==> src/rtl/cordic_arbiter_pkg.sv <==
// rtl/cordic_arbiter_pkg.sv - shared FSM state type and default constants for cordic_arbiter
package cordic_arbiter_pkg;

  // Arbiter sequencing states
  typedef enum logic [1:0] {
    IDLE  = 2'd0,
    ISSUE = 2'd1,
    WAIT  = 2'd2,
    RESP  = 2'd3
  } arb_state_t;

  // K ~= 0.60725 in Q1.15, pre-scales the start vector so results need no gain correction
  localparam int X_INIT_DEFAULT = 19899;
  localparam int Y_INIT_DEFAULT = 0;

  // Timeout watchdog default, only meaningful when the watchdog is compiled in
  localparam int TIMEOUT_DEFAULT = 64;

endpackage

==> src/rtl/cordic_arbiter_if.sv <==
// rtl/cordic_arbiter_if.sv - requester, response and CORDIC core signal bundle for cordic_arbiter
interface cordic_arbiter_if #(
  parameter int NUM_REQ     = 4,
  parameter int WIDTH       = 16,
  parameter int ANGLE_WIDTH = 32
);

  // Requester side
  logic [NUM_REQ-1:0]             req_valid;
  logic [NUM_REQ-1:0]             req_ready;
  logic [NUM_REQ*ANGLE_WIDTH-1:0] req_angle;

  // Response side (shared data bus, per-requester valid/ready)
  logic [NUM_REQ-1:0]             rsp_valid;
  logic [NUM_REQ-1:0]             rsp_ready;
  logic [WIDTH-1:0]               rsp_cos;
  logic [WIDTH-1:0]               rsp_sin;
  logic                           rsp_err;

  // CORDIC core side
  logic                           core_start;
  logic [WIDTH-1:0]               core_x_start;
  logic [WIDTH-1:0]               core_y_start;
  logic [ANGLE_WIDTH-1:0]         core_angle;
  logic [WIDTH-1:0]               core_cos;
  logic [WIDTH-1:0]               core_sin;
  logic                           core_done;

  // Arbiter view
  modport slave (
    input  req_valid, req_angle, rsp_ready, core_cos, core_sin, core_done,
    output req_ready, rsp_valid, rsp_cos, rsp_sin, rsp_err,
    output core_start, core_x_start, core_y_start, core_angle
  );

  // Clients plus core view
  modport master (
    output req_valid, req_angle, rsp_ready, core_cos, core_sin, core_done,
    input  req_ready, rsp_valid, rsp_cos, rsp_sin, rsp_err,
    input  core_start, core_x_start, core_y_start, core_angle
  );

endinterface

==> src/rtl/cordic_arbiter_rr_picker.sv <==
// rtl/cordic_arbiter_rr_picker.sv - combinational round-robin picker scanning from ptr with wrap
module rr_picker #(
  parameter int NUM_REQ = 4
) (
  input  logic [NUM_REQ-1:0]         req,
  input  logic [$clog2(NUM_REQ)-1:0] ptr,
  output logic [NUM_REQ-1:0]         grant,
  output logic [$clog2(NUM_REQ)-1:0] grant_idx,
  output logic                       any_valid
);

  localparam int IDX_W = $clog2(NUM_REQ);

  // Request vector rotated so bit 0 is the requester at ptr
  logic [NUM_REQ-1:0] rot;
  // Unwrapped winner index, one bit wider so ptr + offset cannot overflow
  logic [IDX_W:0]     sum;

  // Rotate, find the lowest set offset, then map it back to an absolute index
  always_comb begin
    rot       = '0;
    sum       = '0;
    grant     = '0;
    grant_idx = '0;
    any_valid = 1'b0;

    rot = NUM_REQ'({req, req} >> ptr);

    // Walking from the top down leaves the smallest offset as the final winner
    for (int k = NUM_REQ - 1; k >= 0; k--) begin
      if (rot[k]) begin
        any_valid = 1'b1;
        sum       = {1'b0, ptr} + (IDX_W + 1)'(k);
      end
    end

    if (sum >= (IDX_W + 1)'(NUM_REQ)) begin
      sum = sum - (IDX_W + 1)'(NUM_REQ);
    end

    grant_idx = sum[IDX_W-1:0];
    if (any_valid) begin
      grant = NUM_REQ'(1) << grant_idx;
    end
  end

endmodule

==> src/rtl/cordic_arbiter.sv <==
// rtl/cordic_arbiter.sv - round-robin sharing of one iterative CORDIC core; optional watchdog via CORDIC_ARB_TIMEOUT_EN
module cordic_arbiter
  import cordic_arbiter_pkg::*;
#(
  parameter int NUM_REQ        = 4,
  parameter int WIDTH          = 16,
  parameter int ANGLE_WIDTH    = 32,
  parameter int X_INIT         = X_INIT_DEFAULT,
  parameter int Y_INIT         = Y_INIT_DEFAULT,
  parameter int TIMEOUT_CYCLES = TIMEOUT_DEFAULT
) (
  input logic             clk,
  input logic             rst_n,
  cordic_arbiter_if.slave bus
);

  localparam int IDX_W = $clog2(NUM_REQ);

  arb_state_t state;
  arb_state_t state_next;

  logic [IDX_W-1:0]       ptr;          // scan start for the next arbitration
  logic [IDX_W-1:0]       g;            // requester that owns the in-flight job
  logic [ANGLE_WIDTH-1:0] angle_q;
  logic [WIDTH-1:0]       cos_q;
  logic [WIDTH-1:0]       sin_q;
  logic                   start_q;
  logic [NUM_REQ-1:0]     rsp_valid_q;

  logic [NUM_REQ-1:0]     pick_grant;
  logic [IDX_W-1:0]       pick_idx;
  logic                   pick_any;

  logic                   accept;       // request handshake this cycle
  logic                   rsp_fire;     // response handshake this cycle
  logic                   done_hit;     // core result arriving while waiting for it
  logic                   wait_exit;    // WAIT is left this cycle, by result or by watchdog

  logic [ANGLE_WIDTH-1:0] angle_arr [NUM_REQ];

  // Unpack the flattened angle bus so the grant index can select directly
  for (genvar i = 0; i < NUM_REQ; i++) begin : g_unpack
    assign angle_arr[i] = bus.req_angle[i*ANGLE_WIDTH +: ANGLE_WIDTH];
  end

  rr_picker #(
    .NUM_REQ (NUM_REQ)
  ) u_picker (
    .req       (bus.req_valid),
    .ptr       (ptr),
    .grant     (pick_grant),
    .grant_idx (pick_idx),
    .any_valid (pick_any)
  );

  assign accept   = (state == IDLE) && pick_any;
  assign rsp_fire = (state == RESP) && bus.rsp_ready[g];
  assign done_hit = (state == WAIT) && bus.core_done;

`ifdef CORDIC_ARB_TIMEOUT_EN
  localparam int CNT_W = $clog2(TIMEOUT_CYCLES + 1);

  logic [CNT_W-1:0] wait_cnt;
  logic             timeout_hit;
  logic             err_q;

  // The counter reaches TIMEOUT_CYCLES on the same edge the FSM leaves WAIT
  assign timeout_hit = (state == WAIT) && !bus.core_done &&
                       (wait_cnt == CNT_W'(TIMEOUT_CYCLES - 1));
  assign wait_exit   = done_hit || timeout_hit;
  assign bus.rsp_err = err_q;

  // Cycles spent in WAIT; held at zero elsewhere so every WAIT entry starts fresh
  always_ff @(posedge clk or negedge rst_n) begin
    if (!rst_n) begin
      wait_cnt <= '0;
    end else if (state != WAIT) begin
      wait_cnt <= '0;
    end else begin
      wait_cnt <= wait_cnt + 1'b1;
    end
  end

  // Error flag travels with the response data: set on abort, cleared by a real result
  always_ff @(posedge clk or negedge rst_n) begin
    if (!rst_n) begin
      err_q <= 1'b0;
    end else if (done_hit) begin
      err_q <= 1'b0;
    end else if (timeout_hit) begin
      err_q <= 1'b1;
    end
  end
`else
  assign wait_exit   = done_hit;
  assign bus.rsp_err = 1'b0;
`endif

  // State register
  always_ff @(posedge clk or negedge rst_n) begin
    if (!rst_n) begin
      state <= IDLE;
    end else begin
      state <= state_next;
    end
  end

  // Next-state logic and the one combinational output, req_ready
  always_comb begin
    state_next    = state;
    bus.req_ready = '0;
    case (state)
      IDLE: begin
        if (pick_any) begin
          bus.req_ready = pick_grant;
          state_next    = ISSUE;
        end
      end
      ISSUE: begin
        // A done pulse here cannot belong to this job, so it is not looked at
        state_next = WAIT;
      end
      WAIT: begin
        if (wait_exit) begin
          state_next = RESP;
        end
      end
      RESP: begin
        if (bus.rsp_ready[g]) begin
          state_next = IDLE;
        end
      end
      default: begin
        state_next = IDLE;
      end
    endcase
  end

  // Capture grant and angle on accept; the angle then stays put until the next accept
  always_ff @(posedge clk or negedge rst_n) begin
    if (!rst_n) begin
      g       <= '0;
      angle_q <= '0;
      start_q <= 1'b0;
    end else begin
      start_q <= accept;
      if (accept) begin
        g       <= pick_idx;
        angle_q <= angle_arr[pick_idx];
      end
    end
  end

  // Result capture: core data on done, zeros when the watchdog aborts the job
  always_ff @(posedge clk or negedge rst_n) begin
    if (!rst_n) begin
      cos_q <= '0;
      sin_q <= '0;
    end else if (done_hit) begin
      cos_q <= bus.core_cos;
      sin_q <= bus.core_sin;
    end else if (wait_exit) begin
      cos_q <= '0;
      sin_q <= '0;
    end
  end

  // Response valid to the owner, and pointer advance so the winner drops to lowest priority
  always_ff @(posedge clk or negedge rst_n) begin
    if (!rst_n) begin
      rsp_valid_q <= '0;
      ptr         <= '0;
    end else begin
      if (state == WAIT && wait_exit) begin
        rsp_valid_q <= NUM_REQ'(1) << g;
      end else if (rsp_fire) begin
        rsp_valid_q <= '0;
      end
      if (rsp_fire) begin
        ptr <= (g == IDX_W'(NUM_REQ - 1)) ? '0 : g + 1'b1;
      end
    end
  end

  assign bus.rsp_valid    = rsp_valid_q;
  assign bus.rsp_cos      = cos_q;
  assign bus.rsp_sin      = sin_q;
  assign bus.core_start   = start_q;
  assign bus.core_angle   = angle_q;
  assign bus.core_x_start = WIDTH'(X_INIT);
  assign bus.core_y_start = WIDTH'(Y_INIT);

endmodule
==> src/flat_wrapper.sv <==
// flat-port wrapper written by rule: the top's interface ports become plain ports
module cordic_arbiter_flat import cordic_arbiter_pkg::*;
#(
  parameter int NUM_REQ        = 4,
  parameter int WIDTH          = 16,
  parameter int ANGLE_WIDTH    = 32,
  parameter int X_INIT         = X_INIT_DEFAULT,
  parameter int Y_INIT         = Y_INIT_DEFAULT,
  parameter int TIMEOUT_CYCLES = TIMEOUT_DEFAULT
)
  (clk, rst_n, bus_req_valid, bus_req_angle, bus_rsp_ready, bus_core_cos, bus_core_sin, bus_core_done, bus_req_ready, bus_rsp_valid, bus_rsp_cos, bus_rsp_sin, bus_rsp_err, bus_core_start, bus_core_x_start, bus_core_y_start, bus_core_angle);
  cordic_arbiter_if #(.NUM_REQ(NUM_REQ), .WIDTH(WIDTH), .ANGLE_WIDTH(ANGLE_WIDTH)) bus_i ();
  input logic clk;
  input logic rst_n;
  input wire logic [$bits(bus_i.req_valid)-1:0] bus_req_valid;
  input wire logic [$bits(bus_i.req_angle)-1:0] bus_req_angle;
  input wire logic [$bits(bus_i.rsp_ready)-1:0] bus_rsp_ready;
  input wire logic [$bits(bus_i.core_cos)-1:0] bus_core_cos;
  input wire logic [$bits(bus_i.core_sin)-1:0] bus_core_sin;
  input wire logic [$bits(bus_i.core_done)-1:0] bus_core_done;
  output wire logic [$bits(bus_i.req_ready)-1:0] bus_req_ready;
  output wire logic [$bits(bus_i.rsp_valid)-1:0] bus_rsp_valid;
  output wire logic [$bits(bus_i.rsp_cos)-1:0] bus_rsp_cos;
  output wire logic [$bits(bus_i.rsp_sin)-1:0] bus_rsp_sin;
  output wire logic [$bits(bus_i.rsp_err)-1:0] bus_rsp_err;
  output wire logic [$bits(bus_i.core_start)-1:0] bus_core_start;
  output wire logic [$bits(bus_i.core_x_start)-1:0] bus_core_x_start;
  output wire logic [$bits(bus_i.core_y_start)-1:0] bus_core_y_start;
  output wire logic [$bits(bus_i.core_angle)-1:0] bus_core_angle;
  assign bus_i.req_valid = bus_req_valid;
  assign bus_i.req_angle = bus_req_angle;
  assign bus_i.rsp_ready = bus_rsp_ready;
  assign bus_i.core_cos = bus_core_cos;
  assign bus_i.core_sin = bus_core_sin;
  assign bus_i.core_done = bus_core_done;
  assign bus_req_ready = bus_i.req_ready;
  assign bus_rsp_valid = bus_i.rsp_valid;
  assign bus_rsp_cos = bus_i.rsp_cos;
  assign bus_rsp_sin = bus_i.rsp_sin;
  assign bus_rsp_err = bus_i.rsp_err;
  assign bus_core_start = bus_i.core_start;
  assign bus_core_x_start = bus_i.core_x_start;
  assign bus_core_y_start = bus_i.core_y_start;
  assign bus_core_angle = bus_i.core_angle;
  cordic_arbiter #(.NUM_REQ(NUM_REQ), .WIDTH(WIDTH), .ANGLE_WIDTH(ANGLE_WIDTH), .X_INIT(X_INIT), .Y_INIT(Y_INIT), .TIMEOUT_CYCLES(TIMEOUT_CYCLES)) u_core (.clk(clk), .rst_n(rst_n), .bus(bus_i));
endmodule
==> config.mk <==
export PLATFORM = sky130hd
export DESIGN_NAME = cordic_arbiter_flat
export DESIGN_NICKNAME = d
export VERILOG_FILES = /design/src/rtl/cordic_arbiter_pkg.sv /design/src/rtl/cordic_arbiter_if.sv /design/src/rtl/cordic_arbiter_rr_picker.sv /design/src/rtl/cordic_arbiter.sv /design/src/flat_wrapper.sv
export SDC_FILE = /design/constraint.sdc
export NUM_CORES = 1
export LEC_CHECK = 0
export ABC_CLOCK_PERIOD_IN_PS = 4800
export CAP_MARGIN = 0
export CORE_ASPECT_RATIO = 1.4
export CORE_MARGIN = 2
export CORE_UTILIZATION = 38
export DETAILED_ROUTE_END_ITERATION = 10
export MAX_ROUTING_LAYER = met4
export PLACE_DENSITY = 0.87
export SETUP_SLACK_MARGIN = 0.3
export SLEW_MARGIN = 20
export SYNTH_ARGS = -nofsm -noshare
export SYNTH_HDL_FRONTEND = slang
export SYNTH_HIERARCHICAL = 1
export SYNTH_SLANG_ARGS = --single-unit
==> constraint.sdc <==
create_clock -name clk -period 4.8 [get_ports clk]
set_clock_uncertainty 0.15 [all_clocks]
set_input_delay 0.48 -clock clk [delete_from_list [all_inputs] [get_ports clk]]
set_output_delay 0.48 -clock clk [all_outputs]
set_load 0.02 [all_outputs]
==> results of run 1 <==
critical path, cell delays in order:
cell             delay, ns
clkdlybuf4s50_1       0.51
nand2b_2              0.16
a21oi_2               0.09
a211oi_1              0.28
and3_1                0.19
clkdlybuf4s50_1       0.60
cell families (layout without fill, tap and decap cells):
logic type	after synthesis	count (layout)
AO/OA/AOI/OAI	21	21
adder cells (fa/ha/maj)	8	8
buffers and inverters	59	274
flip-flops	75	75
multiplexers	101	101
other	2	33
AND/OR/NAND/NOR	38	38
routing by layer:
layer | up-vias | wire length (µm) | GRT usage, % | share of wire (%)
li1 | 1528 | - | - | -
met5 | - | 0 | - | 0
met1 | 1718 | 4140 | 21.7 | 33
met3 | 21 | 869 | 4.68 | 6.8
met2 | 176 | 7450 | 40.9 | 58
met4 | 0 | 276 | 7.44 | 2.2
final timing paths:
kind / from / endpoint / slack (ns) / depth (start not counted)
max in group asynchronous: rst_n / u_core/bus.core_angle[28]$_DFFE_PN0P_ / 3.73 / 1
max reg2reg: u_core/ptr[0]$_DFFE_PN0P_ / u_core/bus.core_angle[4]$_DFFE_PN0P_ / 2.14 / 6
min in group clk: u_core/bus.core_angle[16]$_DFFE_PN0P_ / u_core/bus.core_angle[16]$_DFFE_PN0P_ / 0.35 / 1
min: rst_n / u_core/bus.rsp_cos[14]$_DFFE_PN0P_ / 0.16 / 1
max: bus_req_valid[0] / bus_req_ready[3] / 1.85 / 6
min reg2reg: u_core/bus.core_angle[16]$_DFFE_PN0P_ / u_core/bus.core_angle[16]$_DFFE_PN0P_ / 0.35 / 1
per-stage QoR:
stage	std cells	worst slack (ns)	instance area, µm²	util, %	power [W]
2_1_floorplan	335	2.64	4350	-	0.00251
3_3_place_gp	674	1.57	6620	60.9	0.00336
3_5_place_dp	674	1.48	6620	60.9	0.00345
4_1_cts	690	1.83	6920	63.7	0.00415
5_1_grt	691	1.73	6950	63.9	0.00434
6_report	691	1.85	6950	63.9	0.00412
registers in the layout (all words and copies together), names as in the netlist:
register	flops
u_core/bus.rsp_cos	16
u_core/bus.rsp_sin	16
u_core/state	2
u_core/bus.core_angle	32
u_core/ptr	2
u_core/g	2
u_core/bus.core_start	1
u_core/bus.rsp_valid	4
layout by cell type, fill, tap and decap left out, types with 2 or more instances in the layout:
cell             Yosys  final
a21oi_1              5      4
and3_1               4      4
buf_4               34      4
clkbuf_16            0      9
clkdlybuf4s50_1      0    242
clkinvlp_4           0      2
conb_1               2     33
dfrtp_1             75     75
ha_1                 8      8
inv_1               11     11
inv_6                0      3
mux2_2              67     67
mux4_1               3      3
mux4_2              29     29
nand2_1             12     12
nand2b_2             2      2
nand3_1              5      5
nor2_1               6      6
nor3_1               4      4
o21ai_0              7      7
power by group:
group,total (W),leakage [nW],internal (W),switching (W)
combinational,0.00228,1.81,0.00124,0.00103
sequential,0.00116,0.893,0.000959,0.000203
clock,0.000682,0.140,0.000408,0.000273
total,0.00412,2.85,0.00261,0.00151
area by class of cell:
type	count	area, µm²
clock buffers	10	229
multi-input cells	201	2070
repair buffers	247	2480
inverters	11	41.3
well taps	141	176
clock inverters	6	71.3
flip-flops and latches	75	1880
fillers	860	3920
==> impl_metrics.tcl, run 1 <==
set metrics [dict create \
    result_of_the_run "finished clean" \
    synth.area.mux_share_pct 35.6 \
    synth.avg_cell_area_um2 13.9 \
    netlist-cell-type-count 37 \
    ant_nets 0 \
    yosysSeqAreaShare_pct 44.4 \
    global_route.usage.total_pct 21.6 \
    timing.setup.tns_ns 0 \
    tritoncts_num_sinks 75 \
    number_of_synthesized_flops_with_an_enable_pin 0 \
    worstPathArrival_ns 2.32 \
    post_cts.repair.setup_buffers 0 \
    cts_tree "yes" \
    max_cap_violations 0 \
    max_clock_freq_mhz 339 \
    post_synth_and_or_nand_nor_area_fraction_pct 4.50 \
    layout_worst_path_cycle_share_pct 61.4 \
    syn-cell-area_um2 4230 \
    yosys.area.top_type_share_pct 44.4 \
    initial_detailed_routing_violation_count 113 \
    leading_post_synthesis_cells_by_instance_count "75 x dfrtp_1, 67 x mux2_2, 34 x buf_4" \
    detailedPlacementHpwl_um 9970 \
    die_area_um2 12000 \
    floorplan.die.height_um 129 \
    synth_async_sr_flop_share_pct 100 \
    htree_num_levels 3 \
    floorplan.initialDensity_pct 38.9 \
    worst_slew_margin_pct 35.5 \
    clockBufferDepth 2 \
    finalCriticalPeriod_ns 2.95 \
    die_w_um 93.2 \
    boundaryPins 277 \
    worst-slew-pin-transition_ns 0.967 \
    hold_slack_ns 0.162 \
    report.final.hold_viol_count 0 \
    min_path_type "input port to async pin" \
    yosys.area_share.adder_pct 2.37 \
    synthCells 304 \
    grt_max_degree 76 \
    detail_route.first_pass.iterations 4 \
    timing.setup.critical_path_class "input port to output port" \
    ys_seq_elements 75 \
    power-per-cell-area_nw_per_um2 593 \
    most_frequent_cell_after_synthesis "dfrtp_1" \
    overflow 0 \
    grt_pass1_vias 3853 \
    cts_hold_buffers 0 \
    yosysWarningCount 6 \
    netlist_top_cells_area "dfrtp_1 44%, mux2_2 18%, mux4_2 15%" \
    rsz_0062_raised_after_global_routing "false" \
    worstSetupEndpointType "output port" \
    p_leak_nw 2.85 \
    finalWirelength_um 12700 \
    route.detailed.drc 0 \
    cts.reportedPaths.clkPinSlew_ns 0.06 \
    worst_skew_pair.late_latency_ns 0.33 \
    layout.nets 724 \
    syn_to_final_growth_pct 64.3 \
    top_reg_cell_synth "dfrtp_1" \
    vdd_drop_max_mv 0.306 \
    avgRoutedWirePerCell_um 18.4 \
    cts-resized-gates 0 \
    first_pass_grt_wire_length_um 19300 \
    routability_cong 0.814 \
    io_buffer_count 243 \
    clk_root_buffer_cell "clkbuf_16" \
    core-area_um2 10900 \
    core.rowCount 45 \
    cp_data_required_time_ns 4.17 \
    dominant_combinational_cell_family_by_area_after_synthesis "multiplexers" \
    antenna_violations_before_repair 0 \
    synthXorXnorAreaFrac_pct 0 \
    synth_compound_area_share_pct 3.16 \
    slew_viol_final 0 \
    viasPerCell 4.98 \
    cts_made_buffers 9 \
    start_kind "input port" \
    share_of_final_layout_standard_cells_stronger_than_drive_strength_1_pct 22.4 \
    synth.largest_area_cell "dfrtp_1" \
    route.vias.total 3443 \
    timing.critical_path.fanout_max 5 \
    antenna-diode-count 0 \
    setup_viol 0 \
]
No activity file was read; power rests on OpenSTA's default activity.
==> run 2: changes to the inputs <==
--- a/config.mk
+++ b/config.mk
@@ -5,14 +5,14 @@
 export SDC_FILE = /design/constraint.sdc
 export NUM_CORES = 1
 export LEC_CHECK = 0
-export ABC_CLOCK_PERIOD_IN_PS = 4800
+export ABC_CLOCK_PERIOD_IN_PS = 2900
 export CAP_MARGIN = 0
 export CORE_ASPECT_RATIO = 1.4
 export CORE_MARGIN = 2
-export CORE_UTILIZATION = 38
+export CORE_UTILIZATION = 37
 export DETAILED_ROUTE_END_ITERATION = 10
 export MAX_ROUTING_LAYER = met4
-export PLACE_DENSITY = 0.87
+export PLACE_DENSITY = 0.85
 export SETUP_SLACK_MARGIN = 0.3
 export SLEW_MARGIN = 20
 export SYNTH_ARGS = -nofsm -noshare
==> constraint.sdc (replaced) <==
create_clock -name clk -period 2.9 [get_ports clk]
set_clock_uncertainty 0.15 [all_clocks]
set_input_delay 0.29 -clock clk [delete_from_list [all_inputs] [get_ports clk]]
set_output_delay 0.29 -clock clk [all_outputs]
set_load 0.02 [all_outputs]
==> run 2 against run 1 <==
  * Global-route usage down 0.97 points
  * Sequential share of layout area decreased by 0.20 points
  * Setup slack worse by 1.5 ns
  * Die area up 2.6%
  * Sequential cell count is the same
  * Largest power group unchanged
  * Highest routed layer unchanged
==> impl_metrics.tcl, run 2 (synthesized netlist as in run 1, its figures left out) <==
set metrics [dict create \
    final_cell_area_um2 7010 \
    power_frac_comb_pct 55.6 \
    worst-slew-pin-transition_ns 0.957 \
    postPlaceCellArea_um2 6690 \
    detailedPlacementHpwl_um 9980 \
    timing.setup.critical_path_class "input port to output port" \
    die_w_um 94.4 \
    largest_reg_flops 32 \
    core-area_um2 11200 \
    cp_top_family "buffers and inverters" \
    cts.reportedPaths.clkPinSlew_ns 0.06 \
    viasPerCell 4.88 \
    critical_path_s_most_frequent_cell "clkdlybuf4s50_1" \
    core.rowCount 46 \
    timing.setup.tns_ns 0 \
    syn_to_final_growth_pct 65.7 \
    cp_data_required_time_ns 2.46 \
    finalCriticalPeriod_ns 2.54 \
    clk_root_buffer_cell "clkbuf_16" \
    first_pass_grt_wire_length_um 18500 \
    io_buffer_count 243 \
    vdd_drop_max_mv 0.544 \
    global_route.usage.total_pct 20.7 \
    tritoncts_num_sinks 75 \
    p_seq_share_pct 27.9 \
    boundaryPins 277 \
    sw_frac_of_total_pct 36.5 \
    cts_made_buffers 9 \
    ant_nets 0 \
    pre_cts_ws_ns 0.110 \
    cp_slowest_stage_delay_ns 0.53 \
    die_area_um2 12300 \
    cts_tree "yes" \
    post_cts.repair.setup_buffers 0 \
    power-per-cell-area_nw_per_um2 981 \
    antenna_violations_before_repair 0 \
    timing.critical_path.fanout_max 6 \
    power_share_of_the_clock_group_pct 16.4 \
    layout_worst_path_cycle_share_pct 87.5 \
    finalWirelength_um 12800 \
    htree_num_levels 3 \
    grt_pass1_vias 3514 \
    result_of_the_run "finished clean" \
    route.vias.total 3408 \
    worst_skew_pair.late_latency_ns 0.33 \
    start_kind "input port" \
    min_path_type "register to register" \
    initial_detailed_routing_violation_count 128 \
    layout.cells.most_common_list "240 x clkdlybuf4s50_1, 73 x dfrtp_1, 67 x mux2_2" \
    crit_chain "clkdlybuf4s50_1 -> buf_4 -> nor2_1 -> nand2_1 -> and3_1 -> clkdlybuf4s50_1" \
    rsz_0062_raised_after_global_routing "false" \
    max_cap_violations 0 \
    net-switching-power_w 0.00251 \
    power.internal_w 0.00436 \
    avgRoutedWirePerCell_um 18.4 \
    route.detailed.drc 0 \
    buffers_plus_inverters_on_the_worst_setup_path 3 \
    fin_total_pwr_w 0.00688 \
    antenna-diode-count 0 \
    floorplan.initialDensity_pct 37.7 \
    setup_slack_ns 0.362 \
    grt_max_degree 76 \
    p_leak_nw 2.91 \
    slew_viol_final 0 \
    layout.nets 728 \
    max_clock_freq_mhz 394 \
    setup_viol 0 \
    most_frequent_standard_cell_in_the_layout_excluding_fill_and_tap_cells "clkdlybuf4s50_1" \
    report.final.hold_viol_count 0 \
    worstPathArrival_ns 2.10 \
    routability_cong 0.891 \
    clockBufferDepth 2 \
    worstSetupEndpointType "output port" \
    floorplan.die.height_um 131 \
    critical_path.slowest_cell "clkdlybuf4s50_1" \
    share_of_final_layout_standard_cells_stronger_than_drive_strength_1_pct 23.3 \
    overflow 0 \
    detail_route.first_pass.iterations 4 \
    worst_slew_margin_pct 36.2 \
]
[run 2: cell count changes in the layout (fill, tap and decap cells not counted), sizes merged]
| cell | previous run | this run |
|---|---|---|
| dlymetal6s2s | 0 | 2 |
| clkdlybuf4s50 | 242 | 240 |
| dlygate4sd3 | 0 | 1 |
| buf | 5 | 8 |
| clkbuf | 10 | 9 |
| clkinvlp | 2 | 1 |
| clkinv | 0 | 2 |
[run 2: final cells by class]
type | instances | area [µm²]
repair buffers | 251 | 2530
flip-flops and latches | 75 | 1880
clock buffers | 9 | 225
inverters | 11 | 41.3
clock inverters | 7 | 73.8
multi-input cells | 201 | 2070
fillers | 911 | 4210
well taps | 144 | 180
[run 2: worst paths after layout]
kind | start | endpoint | slack, ns | cells after the start
min in group asynchronous | rst_n | u_core/bus.rsp_sin[1]$_DFFE_PN0P_ | 0.51 | 2
min reg2reg | u_core/bus.core_angle[7]$_DFFE_PN0P_ | u_core/bus.core_angle[7]$_DFFE_PN0P_ | 0.36 | 1
max in group asynchronous | rst_n | u_core/ptr[0]$_DFFE_PN0P_ | 1.43 | 2
max | bus_req_valid[1] | bus_req_ready[2] | 0.36 | 6
min | u_core/bus.core_angle[7]$_DFFE_PN0P_ | u_core/bus.core_angle[7]$_DFFE_PN0P_ | 0.36 | 1
max reg2reg | u_core/ptr[0]$_DFFE_PN0P_ | u_core/bus.core_angle[16]$_DFFE_PN0P_ | 0.50 | 6
[run 2: per-layer routing]
metal,track usage [%],part of all wire [%],wire length (µm),vias to the layer above
li1,-,-,-,1540
met1,21.6,35,4500,1674
met2,38.2,56,7200,173
met3,4.42,6.7,856,21
met4,7.25,2.1,274,0
met5,-,0,0,-
[run 2: metrics by stage]
stage	util, %	instances	hold slack, ns
floorplan	-	335	-0.156
global placement	59.6	681	0.337
detailed placement	59.6	681	0.345
CTS	62.4	698	0.358
global route	62.5	698	0.368
finish	62.5	698	0.355
[run 2: power groups by stage]
| stage | Combinational (W) | Clock (W) | Sequential [W] |
|---|---|---|---|
| global route | 0.00404 | 0.00121 | 0.00199 |
| floorplan | 0.00169 | 0 | 0.00246 |
| CTS | 0.00386 | 0.00117 | 0.00192 |
| finish | 0.00383 | 0.00113 | 0.00192 |
| global placement | 0.00374 | 0 | 0.00189 |
| detailed placement | 0.00384 | 0 | 0.00194 |
[run 2: what timing repair did]
item / 4_1_cts / 5_1_grt
setup endpoints to repair: 1 / 3
pin swaps: 0 / 0
resized for setup: 1 / 3
hold buffers: 1 / 0
endpoints found under the hold margin: 75 / 0
